--- src/rtl/mux_rr_feeder_pkg.sv ---
// mux_pkg: shared lane-mux constants, feeder state type and round-robin step helper
package mux_pkg;
  localparam int LANES = 4;
  localparam int SELW = 2;
  localparam int DW = 4;
  typedef enum logic {IDLE, BURST} feed_state_t;
  function automatic logic [SELW-1:0] rr_next(input logic [SELW-1:0] base);
    return base + SELW'(1);
  endfunction
endpackage

--- src/rtl/mux_rr_feeder_if.sv ---
// mux_rr_feeder_if: lane requests/grants, mux select and data, downstream valid/ready output
interface mux_rr_feeder_if #(parameter int DW = 4);
  logic [mux_pkg::LANES-1:0] req;
  logic [mux_pkg::LANES-1:0] gnt;
  logic [mux_pkg::SELW-1:0] sel;
  logic [DW-1:0] y_in;
  logic out_valid;
  logic out_ready;
  logic [DW-1:0] out_data;
  logic [mux_pkg::SELW-1:0] out_src;
  modport slave (
    input req, y_in, out_ready,
    output gnt, sel, out_valid, out_data, out_src
  );
  modport master (
    output req, y_in, out_ready,
    input gnt, sel, out_valid, out_data, out_src
  );
endinterface

--- src/rtl/mux_rr_feeder_rr_pick4.sv ---
// rr_pick4: first set request at base+1, base+2, base+3, then base itself
module rr_pick4 (
  input  logic [3:0] req,
  input  logic [1:0] base,
  output logic       any,
  output logic [1:0] idx
);
  import mux_pkg::*;
  always_comb begin
    logic [1:0] b;
    logic found;
    any = |req;
    idx = base;
    b = base;
    found = 1'b0;
    for (int i = 0; i < LANES; i++) begin
      b = rr_next(b);
      if (!found && req[b]) begin
        idx = b;
        found = 1'b1;
      end
    end
  end
endmodule

--- src/rtl/mux_rr_feeder.sv ---
// mux_rr_feeder: round-robin burst arbiter driving the 4:1 lane mux into a registered valid/ready stage
module mux_rr_feeder #(
  parameter int DW = 4,
  parameter int MAX_BURST = 4,
  parameter int CNTW = 3
) (
  input logic clk,
  input logic rst,
  mux_rr_feeder_if.slave bus
);
  import mux_pkg::*;
  feed_state_t state_q, state_d;
  logic [SELW-1:0] ptr_q, ptr_d, src_q, src_d, pick_idx, rr_idx;
  logic [CNTW-1:0] cnt_q, cnt_d;
  logic [DW-1:0] data_q, data_d;
  logic valid_q, valid_d, rr_any, cont, space, load;
  rr_pick4 u_pick (.req(bus.req), .base(ptr_q), .any(rr_any), .idx(rr_idx));
  always_comb begin
    space = !valid_q || bus.out_ready;
    cont = (state_q == BURST) && bus.req[ptr_q] && (cnt_q < CNTW'(MAX_BURST));
    pick_idx = cont ? ptr_q : rr_idx;
    load = !rst && space && (cont || rr_any);
    state_d = state_q;
    ptr_d = ptr_q;
    cnt_d = cnt_q;
    data_d = data_q;
    src_d = src_q;
    valid_d = valid_q;
    if (load) begin
      data_d = bus.y_in;
      src_d = pick_idx;
      valid_d = 1'b1;
      ptr_d = pick_idx;
      cnt_d = cont ? cnt_q + CNTW'(1) : CNTW'(1);
      state_d = (MAX_BURST == 1) ? IDLE : BURST;
    end else if (space) begin
      state_d = IDLE;
      cnt_d = '0;
      valid_d = 1'b0;
    end
  end
  // Stall leaves every register untouched; sel parks on the last granted lane
  assign bus.gnt = load ? (LANES'(1) << pick_idx) : '0;
  assign bus.sel = rst ? '0 : (load ? pick_idx : ptr_q);
  assign bus.out_valid = valid_q;
  assign bus.out_data = data_q;
  assign bus.out_src = src_q;
  always_ff @(posedge clk) begin
    if (rst) begin
      state_q <= IDLE;
      ptr_q <= SELW'(3);
      cnt_q <= '0;
      data_q <= '0;
      src_q <= '0;
      valid_q <= 1'b0;
    end else begin
      state_q <= state_d;
      ptr_q <= ptr_d;
      cnt_q <= cnt_d;
      data_q <= data_d;
      src_q <= src_d;
      valid_q <= valid_d;
    end
  end
endmodule
--- src/flat_wrapper.sv ---
// flat-port wrapper written by rule: the top's interface ports become plain ports
module mux_rr_feeder_flat import mux_pkg::*;
#(
  parameter int DW = 4,
  parameter int MAX_BURST = 4,
  parameter int CNTW = 3
)
  (clk, rst, bus_req, bus_y_in, bus_out_ready, bus_gnt, bus_sel, bus_out_valid, bus_out_data, bus_out_src);
  mux_rr_feeder_if #(.DW(DW)) bus_i ();
  input logic clk;
  input logic rst;
  input wire logic [$bits(bus_i.req)-1:0] bus_req;
  input wire logic [$bits(bus_i.y_in)-1:0] bus_y_in;
  input wire logic [$bits(bus_i.out_ready)-1:0] bus_out_ready;
  output wire logic [$bits(bus_i.gnt)-1:0] bus_gnt;
  output wire logic [$bits(bus_i.sel)-1:0] bus_sel;
  output wire logic [$bits(bus_i.out_valid)-1:0] bus_out_valid;
  output wire logic [$bits(bus_i.out_data)-1:0] bus_out_data;
  output wire logic [$bits(bus_i.out_src)-1:0] bus_out_src;
  assign bus_i.req = bus_req;
  assign bus_i.y_in = bus_y_in;
  assign bus_i.out_ready = bus_out_ready;
  assign bus_gnt = bus_i.gnt;
  assign bus_sel = bus_i.sel;
  assign bus_out_valid = bus_i.out_valid;
  assign bus_out_data = bus_i.out_data;
  assign bus_out_src = bus_i.out_src;
  mux_rr_feeder #(.DW(DW), .MAX_BURST(MAX_BURST), .CNTW(CNTW)) u_core (.clk(clk), .rst(rst), .bus(bus_i));
endmodule
--- config.mk ---
export PLATFORM = sky130hd
export DESIGN_NAME = mux_rr_feeder_flat
export DESIGN_NICKNAME = d
export VERILOG_FILES = /design/src/rtl/mux_rr_feeder_pkg.sv /design/src/rtl/mux_rr_feeder_if.sv /design/src/rtl/mux_rr_feeder_rr_pick4.sv /design/src/rtl/mux_rr_feeder.sv /design/src/flat_wrapper.sv
export SDC_FILE = /design/constraint.sdc
export NUM_CORES = 1
export LEC_CHECK = 0
export BUFFER_PORTS_ARGS = -buffer_cell sky130_fd_sc_hd__clkbuf_2
export CORE_UTILIZATION = 50
export CTS_CLUSTER_DIAMETER = 150
export DETAILED_ROUTE_END_ITERATION = 16
export GPL_TIMING_DRIVEN = 0
export PLACE_DENSITY = 0.8
export RECOVER_POWER = 25
export SYNTH_ARGS = -nofsm -noshare
export SYNTH_HDL_FRONTEND = slang
export SYNTH_SLANG_ARGS = --single-unit
--- constraint.sdc ---
create_clock -name clk -period 7.9 [get_ports clk]
set_clock_uncertainty 0.15 [all_clocks]
set_input_delay 1.58 -clock clk [delete_from_list [all_inputs] [get_ports clk]]
set_output_delay 1.58 -clock clk [all_outputs]
set_load 0.005 [all_outputs]
## Word-level counts from Yosys, hierarchy flattened

Index checks and enable logic that the tools add are counted.

| operators by class | value |
|---|---|
| muxes and demuxes | 26 |
| reductions and logical operators | 16 |
| shifts and indexed selects | 1 |
| $lt $le $gt $ge | 6 |
| add/sub/neg operators | 5 |

Operator list:

| kind | number |
|---|---|
| 2-bit by 3-bit < comparator with 1-bit output, second input constant | 5 |
| 2-bit two-way mux | 7 |
| 1-bit binary-select mux with 2-bit select | 5 |
| 1-bit two-way mux | 10 |
| 3-bit two-way mux | 3 |
| 2-bit by 1-bit adder with 2-bit output, second input constant | 4 |
| 1-bit logical AND | 7 |
| 1-bit zero test | 5 |
| 4-bit two-way mux | 1 |
| 4-bit OR reduction | 1 |
| 1-bit by 2-bit << shifter with 4-bit output, first input constant | 1 |
| 3-bit by 1-bit adder with 3-bit output, second input constant | 1 |
| 3-bit < comparator, second input constant | 1 |
| 1-bit logical OR | 2 |
| 2-bit nonzero test | 1 |

| word-level totals | value |
|---|---|
| output and inout bits | 13 |
| input port bits | 11 |
| register bits after elaboration | 12 |

## Longest topological paths before layout

Gate-level depths: netlist of the first run.

| depth | value |
|---|---|
| depth after elaboration | 16 |
| depth in mapped cells | 7 |
| depth with buffers taken out | 5 |

## Cells and area by module

Synthesis of the first run repeated with hierarchy kept, for this count alone.

| second synthesis, totals | value |
|---|---|
| cells, all modules | 91 |
| area total of the unflattened synthesis | 830.8 sq um |

Modules (own cells, without submodules):

| module | instances | cells each | area an instance (sq um) |
|---|---|---|---|
| mux_rr_feeder | 1 | 77 | 748.2 |
| rr_pick4 | 1 | 14 | 82.6 |

## Worst setup path after synthesis of the first run

OpenSTA, ideal clock, no wires.

| timing path | value |
|---|---|
| path type | input -> output |
| from | input bus_req[3] |
| to | output bus_gnt[3] |
| stages on the path | 6 |
| buffers on the path | 1 |
| slack | 3089 ps |
| data arrival time | 3081 ps |
| cell sequence | buf_2 or3b_4 a2111oi_4 or2_1 o41ai_2 a2111oi_4 |

| on the way | value |
|---|---|
| cells in the longest elaborated chain, start to end | 15 |
| elaborated cells between the ends (all ways) | 31 |
| those cells by class | 1 x shift; 19 x mux; 11 x reduce/logical |

Ends and longest elaborated chain:

| item | line | source |
|---|---|---|
| start, declared | flat_wrapper.sv:12 | `input wire logic [$bits(bus_i.req)-1:0] bus_req;` |
| 1-bit binary-select mux with 2-bit select | mux_rr_feeder_rr_pick4.sv:18 | `if (!found && req[b]) begin` |
| 1-bit two-way mux (not written as such) | mux_rr_feeder_rr_pick4.sv:18 |  |
| 1-bit two-way mux | mux_rr_feeder_rr_pick4.sv:18 |  |
| 1-bit zero test | mux_rr_feeder_rr_pick4.sv:18 |  |
| 1-bit logical AND | mux_rr_feeder_rr_pick4.sv:18 |  |
| 1-bit two-way mux | mux_rr_feeder_rr_pick4.sv:18 |  |
| 1-bit zero test | mux_rr_feeder_rr_pick4.sv:18 |  |
| 1-bit logical AND | mux_rr_feeder_rr_pick4.sv:18 |  |
| 1-bit two-way mux | mux_rr_feeder_rr_pick4.sv:18 |  |
| 1-bit zero test | mux_rr_feeder_rr_pick4.sv:18 |  |
| 1-bit logical AND | mux_rr_feeder_rr_pick4.sv:18 |  |
| 2-bit two-way mux | mux_rr_feeder_rr_pick4.sv:18 |  |
| 2-bit two-way mux | mux_rr_feeder.sv:21 | `pick_idx = cont ? ptr_q : rr_idx;` |
| 1-bit by 2-bit << shifter with 4-bit output | mux_rr_feeder.sv:43 | `assign bus.gnt = load ? (LANES'(1) << pick_idx) : '0;` |
| 4-bit two-way mux * | mux_rr_feeder.sv:43 |  |
| end, declared | flat_wrapper.sv:15 | `output wire logic [$bits(bus_i.gnt)-1:0] bus_gnt;` |

Every way passes the cells marked *; elsewhere a longest branch is shown, timed or not. The select of a mux whose other input is x is not followed.

## Worst setup path after layout of the first run

| timing path | value |
|---|---|
| from | input bus_req[0] |
| to | output bus_sel[0] |

| on the way | value |
|---|---|
| cells in the longest elaborated chain, start to end | 15 |
| elaborated cells between the ends (all ways) | 31 |
| those cells by class | 20 x mux; 11 x reduce/logical |

Ends and longest elaborated chain:

| item | line | source |
|---|---|---|
| 1-bit binary-select mux with 2-bit select | mux_rr_feeder_rr_pick4.sv:18 |  |
| 1-bit two-way mux (not written as such) | mux_rr_feeder_rr_pick4.sv:18 |  |
| 1-bit two-way mux | mux_rr_feeder_rr_pick4.sv:18 |  |
| 1-bit zero test | mux_rr_feeder_rr_pick4.sv:18 |  |
| 1-bit logical AND | mux_rr_feeder_rr_pick4.sv:18 |  |
| 1-bit two-way mux | mux_rr_feeder_rr_pick4.sv:18 |  |
| 1-bit zero test | mux_rr_feeder_rr_pick4.sv:18 |  |
| 1-bit logical AND | mux_rr_feeder_rr_pick4.sv:18 |  |
| 1-bit two-way mux | mux_rr_feeder_rr_pick4.sv:18 |  |
| 1-bit zero test | mux_rr_feeder_rr_pick4.sv:18 |  |
| 1-bit logical AND | mux_rr_feeder_rr_pick4.sv:18 |  |
| 2-bit two-way mux | mux_rr_feeder_rr_pick4.sv:18 |  |
| 2-bit two-way mux | mux_rr_feeder.sv:21 |  |
| 2-bit two-way mux * (2 in a row) | mux_rr_feeder.sv:44 | `assign bus.sel = rst ? '0 : (load ? pick_idx : ptr_q);` |
| end, declared | flat_wrapper.sv:16 | `output wire logic [$bits(bus_i.sel)-1:0] bus_sel;` |

Marked as above.

==> reports/results.tsv, run 1 <==
metric	value	unit
die_area	1840	sq um
yosysSeqAreaShare	0.288	
startpoint	bus_req[0]	
cts_buffers	3	
die_x	42.9	um
power.leakage	0.000424	uW
peakVddDrop	0.115	mV
final_cell_mix	20 x clkbuf_2, 12 x nand2_1, 12 x a21oi_1, 12 x dfxtp_1, 8 x nor2_1	
maxCapViolCount	0	
ys_ff_latch	12	
clock-sinks	12	
seq_area	240	sq um
crit_fanout	9	
core_region_area	1520	sq um
timing.critical_path.arrival	3.42	ns
synthesis.nets	111	
setup_viol	0	
worst_pin_slew	0.616	ns
ant_nets	0	
synth_edf_count	0	
drive_gt1_frac	0.309	
dieHeight	42.9	um
ys.flop_type	dfxtp_1	
wl_per_cell	12.6	um
hold_path.class	flop to flop	
slew_violations	0	
path_clk_slew	0.08	ns
grtUsageTotal	0.212	
antenna_found_initial	0	
num_antenna_cells	0	
synth_top_family_by_area	simple AND/OR/NAND/NOR gates	
root_buffer	clkbuf_4	
async_reset_ff_frac	0	
synth_compound_area_frac	0.280	
syn2layout_area_growth	18.0	%
critPathRequiredTime	6.17	ns
syn_area_per_cell	8.43	sq um
outcome	complete, no violations	
r2r_slack	5.76	ns
rows	14	
max_freq	0.194	GHz
dp_hpwl	1.28	mm
crit_type	input port to output pin	
yosysUniqueCellTypes	35	
syn_inst	99	
synthXorXnorAreaFrac	0	
r2r_start	u_core.state_q	
num-fill-cells	139	
portBuffers	20	
ioPinCount	24	
viasPerCell	5.83	
overflow	0	
relSlewSlack	0.588	
rsz0062_at_grt	false	
synth_fa_ha_area_frac	0.0150	
cp-end-kind	output pin	
total_power	185	uW
place_congestion	0.813	
post-route-util	0.646	
yosysWarningCount	0	
finalWirelength	1.75	mm
multi_input_area	543	sq um
route.vias.total	811	
ctsHoldBuffers	0	
power.density	188	nW/um^2
fin_area	985	sq um
initial_core_util	0.548	
muxShareOfSynthArea	0.0510	
cts_tree	done	
hold_violations	0	
min_from	u_core.cnt_q[1]	
period_minus_slack	5.15	ns
nets	136	
hold_path_depth	2	
drc_errors	0	
period_share	0.652	
grt_start_max_net_pins	11	
mostFrequentLayoutCell	clkbuf_2	
insertion_delay	0.27	ns
drt_iter0_drc	16	
cts_setup_buffers	0	
synth_area	835	sq um
cts_buffer_depth	2	
r2r_cells	5	
placed_area	955	sq um
htree_levels	1	
cts_resized	0	
synthSimpleGateAreaFrac	0.312	
grt_pass1_vias	725	
firstDrtPassIters	4	
finalSetupTns	0	ns
grt_pass1_wl	3.06	mm
worstSetupStartpointType	input port	
-- final cells by class --
class / count / area share
plain buffers: 7 / 0.0343
multi-input cells: 77 / 0.551
repair buffers: 20 / 0.102
clock buffers: 4 / 0.0368
flip-flops and latches: 12 / 0.244
inverters: 3 / 0.0114
well taps: 16 / 0.0203
-- synthesized netlist by cell type (2+ instances only) --
cell type,n,share of area
a21oi_1,12,0.072
dfxtp_1,12,0.29
nand2_1,12,0.054
nor2_1,8,0.036
a211oi_1,6,0.054
nand3_1,4,0.024
nand3b_1,4,0.036
buf_2,3,0.018
clkbuf_1,3,0.013
inv_1,3,0.013
nor3b_1,3,0.027
a2111oi_4,2,0.066
mux2i_1,2,0.024
nand2b_1,2,0.015
nor3_1,2,0.012
or3b_2,2,0.021
-- path summary, 6_finish.rpt --
check                                              to
worst min-delay path                  u_core.cnt_q[1]
worst min register to register        u_core.cnt_q[1]
worst max register to register  u_core.bus.out_src[1]
worst max-delay path                       bus_sel[0]
-- sequential cells by signal, summed over array words and instances, names as in the netlist --
register / flops
u_core.bus.out_src: 2
u_core.cnt_q: 3
u_core.state_q: 1
u_core.bus.out_data: 4
u_core.ptr_q: 2
-- routing by layer --
layer	GRT usage	wire length [um]
met5	0	0
met3	0.0128	68
met2	0.345	852
met4	0.0938	8
met1	0.285	822
-- stage by stage --
step	setup WS [ns]	hold slack, ns	cells
final	2.75	0.310	139
after global routing	2.56	0.345	139
after CTS	2.76	0.312	139
after detailed placement	2.74	0.301	135
after global placement	2.78	0.293	135
after floorplan	3.09	0.285	99
-- worst max-delay path, stage by stage --
cell and delay [ns]:
clkbuf_2 0.16, nor4_1 0.57, or2_2 0.21, clkbuf_1 0.36, nor2_1 0.12, a211oi_1 0.27, clkbuf_2 0.15
-- kinds of logic (layout without fill, tap and decap cells) --
logic type      after synthesis  in the layout
simple gates                 46             46
compound gates               27             27
flops                        12             12
buf+inv                      10             34
mux                           3              3
fa+ha+maj                     1              1
-- where the power goes --
| group | switching, uW | internal [uW] |
|---|---|---|
| Sequential | 3.19 | 66.2 |
| Combinational | 37.5 | 28.6 |
| Clock | 21.3 | 28.0 |
| Total | 62.0 | 123 |
Power figures use the tool's default switching activity.
==> inputs of run 2 (changes only) <==
--- a/config.mk
+++ b/config.mk
@@ -5,12 +5,13 @@
 export SDC_FILE = /design/constraint.sdc
 export NUM_CORES = 1
 export LEC_CHECK = 0
+export ABC_AREA = 1
 export BUFFER_PORTS_ARGS = -buffer_cell sky130_fd_sc_hd__clkbuf_2
-export CORE_UTILIZATION = 50
+export CORE_UTILIZATION = 49
 export CTS_CLUSTER_DIAMETER = 150
 export DETAILED_ROUTE_END_ITERATION = 16
 export GPL_TIMING_DRIVEN = 0
-export PLACE_DENSITY = 0.8
+export PLACE_DENSITY = 0.79
 export RECOVER_POWER = 25
 export SYNTH_ARGS = -nofsm -noshare
 export SYNTH_HDL_FRONTEND = slang
==> constraint.sdc (replaced) <==
create_clock -name clk -period 5 [get_ports clk]
set_clock_uncertainty 0.15 [all_clocks]
set_input_delay 1 -clock clk [delete_from_list [all_inputs] [get_ports clk]]
set_output_delay 1 -clock clk [all_outputs]
set_load 0.005 [all_outputs]
==> reports/results.tsv, run 2 <==
metric	value	unit
yosysMostFrequentCell	nand2_1	
portBuffers	22	
synthesis.nets	127	
crit_fanout	10	
path_clk_slew	0.07	ns
nets	154	
critPathRequiredTime	3.85	ns
syn_inst	115	
ioPinCount	24	
finalWorstSetupSlack	1.59	ns
relSlewSlack	0.619	
place_congestion	0.831	
synth_commonest_cells	35 x nand2_1, 13 x nand3_1, 12 x dfxtp_1	
post-route-util	0.640	
worstSetupStartpointType	input port	
peakVddDrop	0.206	mV
ant_nets	0	
dp_hpwl	1.31	mm
ys.flop_type	dfxtp_1	
firstDrtPassIters	4	
htree_levels	1	
yosysUniqueCellTypes	26	
overflow	0	
hold_path.class	flop to flop	
synth_top_area_cell	dfxtp_1	
wl_per_cell	10.8	um
drive_gt1_frac	0.390	
mostFrequentLayoutCell	nand2_1	
dieHeight	42.7	um
cts_buffer_depth	2	
async_reset_ff_frac	0	
cts_tree	done	
root_buffer	clkbuf_4	
insertion_delay	0.28	ns
period_share	0.681	
finalWirelength	1.70	mm
cp-end-kind	output pin	
grt_pass1_vias	757	
final_cell_mix	35 x nand2_1, 21 x clkbuf_2, 13 x nand3_1	
largest_reg_flops	4	
rsz0062_at_grt	false	
num_antenna_cells	0	
outcome	complete, no violations	
die_x	42.7	um
worst_pin_slew	0.568	ns
initial_core_util	0.532	
drt_iter0_drc	17	
crit_type	input port to output pin	
ys_ff_latch	12	
yosysTopAreaCellShare	0.296	
cts_setup_buffers	0	
syn2layout_area_growth	20.4	%
grt_start_max_net_pins	11	
maxCapViolCount	0	
synth_area	811	sq um
clock-sinks	12	
route.vias.total	815	
core_region_area	1520	sq um
power.density	356	nW/um^2
die_area	1820	sq um
timing.critical_path.arrival	2.26	ns
place_ws	1.60	ns
antenna_found_initial	0	
finalSetupTns	0	ns
yosysWarningCount	0	
ctsHoldBuffers	0	
rows	14	
max_freq	0.294	GHz
slew_violations	0	
syn_area_per_cell	7.05	sq um
setup_viol	0	
synth_area_leaders	dfxtp_1 30%, nand2_1 16%, nand3_1 8.0%, nand2_2 7.7%, nand2_4 5.6%	
period_minus_slack	3.41	ns
cts_resized	0	
yosysSeqAreaShare	0.296	
synth_edf_count	0	
cts_buffers	3	
power.leakage	0.000499	uW
grt_pass1_wl	2.97	mm
hold_violations	0	
drc_errors	0	
grtUsageTotal	0.214	
viasPerCell	5.19	
==> run 2: cell types whose count changed in the layout (fill, tap and decap cells not counted), sizes merged, moves of 4 or more <==
cell | previous run | this run
nand2 | 12 | 49
nand3 | 4 | 16
o21ai | 0 | 7
a211oi | 6 | 0
a21oi | 12 | 6
inv | 3 | 8
nand3b | 4 | 0
==> run 2: critical path, stage by stage <==
cell and delay [ns]:
clkbuf_1 0.18, nor3_2 0.54, buf_2 0.30, o31ai_1 0.10
clkbuf_2 0.13
==> run 2: through the flow <==
step,area [sq um],total power [uW],std cells,hold WS [ns]
after floorplan,811,232,115,0.298
after global placement,941,266,153,0.306
final,976,347,157,0.324
after CTS,977,350,157,0.328
after global routing,976,373,157,0.359
after detailed placement,941,272,153,0.317
==> run 2: kinds of logic after synthesis <==
| family | after synthesis | share of synthesized area |
|---|---|---|
| XOR/XNOR | 1 | 0.0108 |
| AO/OA/AOI/OAI | 14 | 0.0988 |
| adder cells (fa/ha/maj) | 1 | 0.0154 |
| AND/OR/NAND/NOR | 74 | 0.489 |
| flip-flops | 12 | 0.296 |
| buffers and inverters | 13 | 0.0895 |
==> run 2: metal layers <==
metal | up-vias | GRT usage | wire [um]
li1 | 425 | - | -
met1 | 360 | 0.240 | 701
met2 | 26 | 0.376 | 877
met3 | 4 | 0.0511 | 93
met4 | 0 | 0.100 | 24
met5 | - | 0 | 0
==> run 2: layout make-up <==
| cell class | instances | area [sq um] |
|---|---|---|
| multi-input cells | 90 | 498 |
| fillers | 141 | 548 |
| well taps | 16 | 20.0 |
| repair buffers | 22 | 109 |
| flip-flops and latches | 12 | 240 |
| plain buffers | 4 | 31.3 |
| clock buffers | 4 | 36.3 |
| inverters | 9 | 41.3 |
==> run 2: report_power, final <==
part           internal [uW]  switching [uW]  leakage, uW  total (uW)
clock network           44.4            33.4    0.0000210        77.8
registers                106            5.15    0.0000994         112
logic                   60.0            97.8     0.000378         158
total                    211             136     0.000499         347
==> run 2: worst paths after layout <==
kind	start	end	slack, ns	depth (start not counted)
max	rst	bus_sel[0]	1.59	5
min reg2reg	u_core.cnt_q[1]	u_core.cnt_q[1]	0.32	2
max reg2reg	u_core.state_q	u_core.bus.out_data[0]	3.29	6
min	u_core.cnt_q[1]	u_core.cnt_q[1]	0.32	2
